File: src/rtl/pulse_scheduler_pkg.sv
// Shared definitions for the pulse scheduler: FSM encoding, period decode and phase width.
package pulse_scheduler_pkg;

  typedef enum logic [1:0] {
    ST_IDLE = 2'd0,
    ST_RUN  = 2'd1,
    ST_DONE = 2'd2
  } state_t;

  localparam int PHASE_W = 4;
  localparam int PERIOD_TAB [4] = '{2, 4, 8, 16};

  // Last phase value of a period: P-1 for period code sel.
  function automatic logic [PHASE_W-1:0] period_last(input logic [1:0] sel);
    return PHASE_W'(PERIOD_TAB[sel] - 1);
  endfunction

  // Pulse stays high while phase is below P/2.
  function automatic logic [PHASE_W-1:0] pulse_half(input logic [1:0] sel);
    return PHASE_W'(PERIOD_TAB[sel] / 2);
  endfunction

endpackage

File: src/rtl/pulse_rr_arbiter.sv
// Combinational round-robin pick: first requesting index at or above ptr, wrapping.
module pulse_rr_arbiter #(
  parameter int N_REQ = 4,
  parameter int PTR_W = 2
) (
  input  logic [N_REQ-1:0] req,
  input  logic [PTR_W-1:0] ptr,
  output logic [N_REQ-1:0] gnt,
  output logic [PTR_W-1:0] g,
  output logic             any
);

  logic             w_found;
  logic [PTR_W-1:0] w_idx;

  always_comb begin
    gnt     = '0;
    g       = '0;
    w_found = 1'b0;
    w_idx   = '0;
    for (int k = 0; k < N_REQ; k++) begin
      w_idx = PTR_W'((int'(ptr) + k) % N_REQ);
      if (!w_found && req[w_idx]) begin
        w_found = 1'b1;
        g       = w_idx;
      end
    end
    if (w_found) gnt[g] = 1'b1;
  end

  assign any = |req;

endmodule

File: src/rtl/pulse_scheduler.sv
// Shares one programmable pulse generator among N_REQ requesters, round-robin, one burst at a time.
module pulse_scheduler
  import pulse_scheduler_pkg::*;
#(
  parameter int N_REQ = 4,
  parameter int CNT_W = 4
) (
  input  logic                     clock,
  input  logic                     reset,
  input  logic [N_REQ-1:0]         req,
  input  logic [2*N_REQ-1:0]       div_sel,
  input  logic [CNT_W*N_REQ-1:0]   burst_len,
  output logic [N_REQ-1:0]         grant,
  output logic                     pulse,
  output logic [N_REQ-1:0]         pulse_vec,
  output logic [N_REQ-1:0]         done,
  output logic                     busy
);

  localparam int PTR_W = (N_REQ > 1) ? $clog2(N_REQ) : 1;

  state_t             r_state;
  state_t             w_state_nxt;
  logic [PTR_W-1:0]   r_ptr;
  logic [PTR_W-1:0]   r_g;
  logic [N_REQ-1:0]   r_gnt;
  logic [1:0]         r_sel;
  logic [CNT_W-1:0]   r_len;
  logic [CNT_W-1:0]   r_npulse;
  logic [PHASE_W-1:0] r_phase;
  logic               r_zero;

  logic [N_REQ-1:0]   w_arb_gnt;
  logic [PTR_W-1:0]   w_arb_g;
  logic               w_arb_any;
  logic [1:0]         w_arb_sel;
  logic [CNT_W-1:0]   w_arb_len;
  logic               w_req_g;
  logic               w_period_end;
  logic               w_last;
  logic [PTR_W-1:0]   w_g_inc;

  pulse_rr_arbiter #(
    .N_REQ (N_REQ),
    .PTR_W (PTR_W)
  ) u_arb (
    .req (req),
    .ptr (r_ptr),
    .gnt (w_arb_gnt),
    .g   (w_arb_g),
    .any (w_arb_any)
  );

  assign w_arb_sel    = div_sel[2*int'(w_arb_g) +: 2];
  assign w_arb_len    = burst_len[CNT_W*int'(w_arb_g) +: CNT_W];
  assign w_req_g      = req[r_g];
  assign w_period_end = (r_phase == period_last(r_sel));
  // Terminal compare at len-1 keeps npulse from ever wrapping.
  assign w_last       = (r_npulse == r_len - CNT_W'(1));
  assign w_g_inc      = (r_g == PTR_W'(N_REQ - 1)) ? '0 : r_g + PTR_W'(1);

  always_ff @(posedge clock or posedge reset) begin
    if (reset) r_state <= ST_IDLE;
    else       r_state <= w_state_nxt;
  end

  always_comb begin
    w_state_nxt = r_state;
    case (r_state)
      ST_IDLE: if (w_arb_any) w_state_nxt = (w_arb_len == '0) ? ST_DONE : ST_RUN;
      ST_RUN: begin
        if (!w_req_g)                    w_state_nxt = ST_IDLE;
        else if (w_period_end && w_last) w_state_nxt = ST_DONE;
      end
      ST_DONE: if (!r_zero) w_state_nxt = ST_IDLE;
      default: w_state_nxt = ST_IDLE;
    endcase
  end

  always_ff @(posedge clock or posedge reset) begin
    if (reset) begin
      r_ptr    <= '0;
      r_g      <= '0;
      r_gnt    <= '0;
      r_sel    <= '0;
      r_len    <= '0;
      r_npulse <= '0;
      r_phase  <= '0;
      r_zero   <= 1'b0;
    end else begin
      case (r_state)
        ST_IDLE: begin
          if (w_arb_any) begin
            r_g      <= w_arb_g;
            r_gnt    <= w_arb_gnt;
            r_sel    <= w_arb_sel;
            r_len    <= w_arb_len;
            r_npulse <= '0;
            r_phase  <= '0;
            r_zero   <= (w_arb_len == '0);
          end
        end
        ST_RUN: begin
          if (!w_req_g) begin
            r_ptr <= w_g_inc;
          end else if (w_period_end) begin
            r_phase  <= '0;
            r_npulse <= r_npulse + CNT_W'(1);
          end else begin
            r_phase  <= r_phase + PHASE_W'(1);
          end
        end
        ST_DONE: begin
          // A zero-length grant spends its first DONE cycle showing grant, the second showing done.
          r_zero <= 1'b0;
          if (!r_zero) r_ptr <= w_g_inc;
        end
        default: ;
      endcase
    end
  end

  always_comb begin
    grant     = '0;
    pulse     = 1'b0;
    pulse_vec = '0;
    done      = '0;
    busy      = 1'b0;
    case (r_state)
      ST_RUN: begin
        busy  = 1'b1;
        grant = r_gnt;
        pulse = (r_phase < pulse_half(r_sel));
        if (pulse) pulse_vec = r_gnt;
      end
      ST_DONE: begin
        busy = 1'b1;
        if (r_zero) grant = r_gnt;
        else        done  = r_gnt;
      end
      default: ;
    endcase
  end

endmodule

File: config.mk
export PLATFORM = sky130hd
export DESIGN_NAME = pulse_scheduler
export DESIGN_NICKNAME = d
export VERILOG_FILES = /design/src/rtl/pulse_scheduler_pkg.sv /design/src/rtl/pulse_rr_arbiter.sv /design/src/rtl/pulse_scheduler.sv
export SDC_FILE = /design/constraint.sdc
export NUM_CORES = 1
export LEC_CHECK = 0
export CORE_MARGIN = 5
export CORE_UTILIZATION = 54
export CTS_CLUSTER_SIZE = 20
export DETAILED_ROUTE_END_ITERATION = 10
export GPL_TIMING_DRIVEN = 0
export PLACE_DENSITY_LB_ADDON = 0.05
export SLEW_MARGIN = 20
export SYNTH_ARGS = -nofsm -noshare
export SYNTH_HDL_FRONTEND = slang
export SYNTH_HIERARCHICAL = 1
export SYNTH_SLANG_ARGS = --single-unit
File: constraint.sdc
create_clock -name clock -period 4.85 [get_ports clock]
set_clock_uncertainty 0.1 [all_clocks]
set_input_delay 0.485 -clock clock [delete_from_list [all_inputs] [get_ports clock]]
set_output_delay 0.485 -clock clock [all_outputs]
set_load 0.01 [all_outputs]
==> flow_metrics.py <==
metrics = {
    "sta": {
        "hold_violations": 0,
        "grt_setup_unrepaired": "no",
        "slew_violations": 0,
        "worst_pin_slew_ns": 0.945,
        "worst_slew_margin_rel_pct": 36.6,
        "fmax_mhz": 282,
        "period_share_pct": 73.0,
        "fin_hold_ws_ns": 0.423,
        "layout_min_cycle_time_ns": 3.54,
        "setup_viol": 0,
        "fin_ws_ns": 1.31,
        "tns_ns": 0,
    },
    "routing": {
        "wl_per_cell_um": 15.9,
        "drt.antenna.violating_nets": 0,
        "num_vias": 1704,
        "drc_errors": 0,
        "dr.pass1.iters": 4,
        "drt_wl_total_mm": 4.62,
        "drt_iter0_markers": 122,
        "drt-vias-per-instance": 5.86,
    },
    "yosys": {
        "synth_top_area_share_pct": 32.6,
        "synth_top_area_cell": "dfrtp_1",
        "seq_area_frac_synth_pct": 32.6,
        "synth_cell_types": 49,
        "synth_ff_type": "dfrtp_1",
        "synthCells": 198,
        "syn-mean-instance-area_um2": 9.69,
        "syn_area_mm2": 0.00192,
        "synthArstFlopShare_pct": 100,
        "ys_seq_elements": 25,
        "synth_common_cells": "dfrtp_1 (25), nand2_1 (16), o21ai_0 (14)",
        "synthTopCellsByArea": "dfrtp_1 (33%), mux2_2 (7.6%), ha_1 (6.5%)",
        "synth_most_common_cell": "dfrtp_1",
        "synth_edf_count": 0,
        "syn-num-nets": 238,
        "yosysWarnings": 6,
    },
    "worst_setup_path": {
        "path_max_fanout": 9,
        "cp_slowest_cell": "a211oi_1",
        "required_ns": 4.26,
        "crit_path_end_kind": "output pin",
        "max_stage_delay_ns": 0.55,
        "worstPathCellList": "nand2b_1 -> ha_1 -> o31a_1 -> o21ai_0 -> nand2b_1 -> a211oi_1 -> and2_1 -> clkdlybuf4s50_1",
        "cp-start-kind": "flop",
        "arrival_ns": 2.96,
        "reg2reg_slack_ns": 2.17,
        "worstSetupPathType": "flop to output pin",
        "critPathMostFrequentCell": "nand2b_1",
    },
    "flow_run": {
        "drv_cap": 0,
    },
    "clock_network": {
        "htree_levels": 1,
        "cts_setup_buffers": 0,
        "cts.repair.resized": 0,
        "cts_buffers": 3,
        "clock_latency_ns": 0.33,
        "root_buffer": "clkbuf_4",
        "cts.clk_slew.worst_paths_ns": 0.15,
        "clockBufferDepth": 2,
        "hold_buffers": 0,
        "cts_tree": "built",
        "cts_sinks": 25,
    },
    "power": {
        "switching_share_pct": 43.0,
        "irDropWorstVdd_uv": 288,
        "leakagePower_nw": 1.02,
        "comb_power_share_pct": 61.1,
        "clockPowerShare_pct": 8.3,
        "pwr-share-seq_pct": 30.6,
        "power.switching_mw": 0.524,
        "powerDensity_mw_per_mm2": 500,
        "internal_power_mw": 0.695,
    },
    "layout": {
        "multiInputGateArea_mm2": 0.00121,
        "antennaDiodeCount": 0,
        "syn_to_final_growth_pct": 27.0,
        "final_cell_count_no_fill": 291,
        "utilization_pct": 71.9,
        "seqCellArea_um2": 626,
        "layout.nets": 286,
        "layout-drive-gt1-share_pct": 12.7,
        "fillers": 268,
    },
    "grt": {
        "grt-busiest-layer": "met2",
        "antenna_found_initial": 0,
        "use_met3_pct": 3.33,
        "globalRouteOverflowTotal": 0,
        "grt_pass1_wl_mm": 8.03,
        "met1_usage_pct": 24.3,
        "grt_pass1_vias": 1725,
        "use_met2_pct": 35.7,
        "grt_max_degree": 26,
        "track_usage_pct": 20.1,
    },
    "place": {
        "io_buffers": 43,
        "pre_cts_slack_ns": 1.63,
        "dp_hpwl_mm": 3.73,
        "gp_congestion": 0.875,
        "dp.cells": 287,
    },
    "floorplanning": {
        "fp.dieH_um": 69.6,
        "dieWidth_um": 69.6,
        "initial_core_util_pct": 56.6,
        "core_area_mm2": 0.00339,
        "fp-row-count": 21,
        "ios": 44,
        "die-area_mm2": 0.00484,
    },
    "min_path": {
        "hp-class": "primary input to async pin",
    },
    "outcome": {
        "status": "finished clean",
    },
}
==> placed cells by master, fill, tap and decap left out, types with 2 or more instances in the layout <==
master,netlist,routed
a31oi_1,2,2
xnor2_1,3,3
and2_1,13,13
nor2_1,9,9
ha_1,10,10
o31ai_2,2,2
o21ai_1,3,3
clkinv_1,1,2
clkbuf_4,0,3
nor3_1,6,6
a21oi_1,9,9
inv_1,12,11
nand2_1,16,16
a22o_1,2,2
nand2b_1,6,6
xor2_1,2,2
dfrtp_1,25,25
buf_2,2,2
o21ai_0,14,14
o21a_1,2,2
or4_1,2,2
nand3_1,5,5
mux2i_1,2,2
mux4_1,3,3
nor2b_1,3,3
mux2_2,13,13
a211oi_1,4,4
mux4_2,4,4
clkdlybuf4s50_1,0,43
a221o_1,2,2
==> through the flow <==
step                instance area [um2]  total power [mW]
finish                             2440              1.22
global route                       2440              1.32
CTS                                2440              1.22
detailed placement                 2410              1.12
global placement                   2410              1.08
floorplan                          1920             0.895
==> cell type report <==
type	instances	share of cell area, %
Clock buffer	3	0.924
Clock inverter	1	0.308
Sequential cell	25	25.7
Multi-Input combinational cell	154	49.6
Timing Repair Buffer	43	17.7
Inverter	13	2.00
Tap cell	46	2.36
Buffer	6	1.49
==> sequential cells by signal, summed over array words and instances, names as in the netlist <==
signal,flops
r_g,2
r_gnt,4
r_len,4
r_npulse,4
r_phase,4
r_ptr,2
r_sel,2
r_state,2
r_zero,1
==> metal layers <==
layer  vias up  wire (um)
met4         0         58
li1        822          -
met5         -          0
met2        56       2490
met3         8        223
met1       818       1850
==> path summary, 6_finish.rpt <==
check | depth (start not counted) | startpoint | end
max in group asynchronous | 2 | reset | r_gnt[2]$_DFFE_PP0P_
worst min register to register | 1 | r_gnt[3]$_DFFE_PP0P_ | r_gnt[3]$_DFFE_PP0P_
min in group clock | 1 | r_gnt[3]$_DFFE_PP0P_ | r_gnt[3]$_DFFE_PP0P_
worst max-delay path | 8 | r_sel[1]$_DFFE_PP0P_ | pulse_vec[2]
worst max register to register | 8 | r_ptr[1]$_DFFE_PP0P_ | r_zero$_DFFE_PP0P_
worst min-delay path | 2 | reset | r_phase[3]$_DFFE_PP0P_
==> critical path: cells and delay by family, from the launching register on <==
kind	cells	cell delay (ns)
DFF	1	0.49
buffers and inverters	1	0.54
AOI/OAI and AO/OA	3	0.81
and+or+nand+nor	3	0.49
adders and majority gates	1	0.28
==> kinds of logic (layout without fill, tap and decap cells) <==
family | Yosys count | count (layout) | synth area share, %
AO/OA/AOI/OAI | 50 | 50 | 17.7
XOR/XNOR | 5 | 5 | 2.28
adder cells (fa/ha/maj) | 10 | 10 | 6.52
buffers and inverters | 19 | 66 | 4.44
flip-flops | 25 | 25 | 32.6
multiplexers | 22 | 22 | 17.5
AND/OR/NAND/NOR | 67 | 67 | 18.9
==> power by group through the flow <==
stage	sequential, mW	clock [mW]	combinational, mW
finish	0.373	0.101	0.745
global route	0.388	0.113	0.823
CTS	0.372	0.103	0.746
detailed placement	0.378	0	0.743
global placement	0.369	0	0.713
floorplan	0.350	0	0.545
Note: power is estimated with default switching activity, not from simulation.
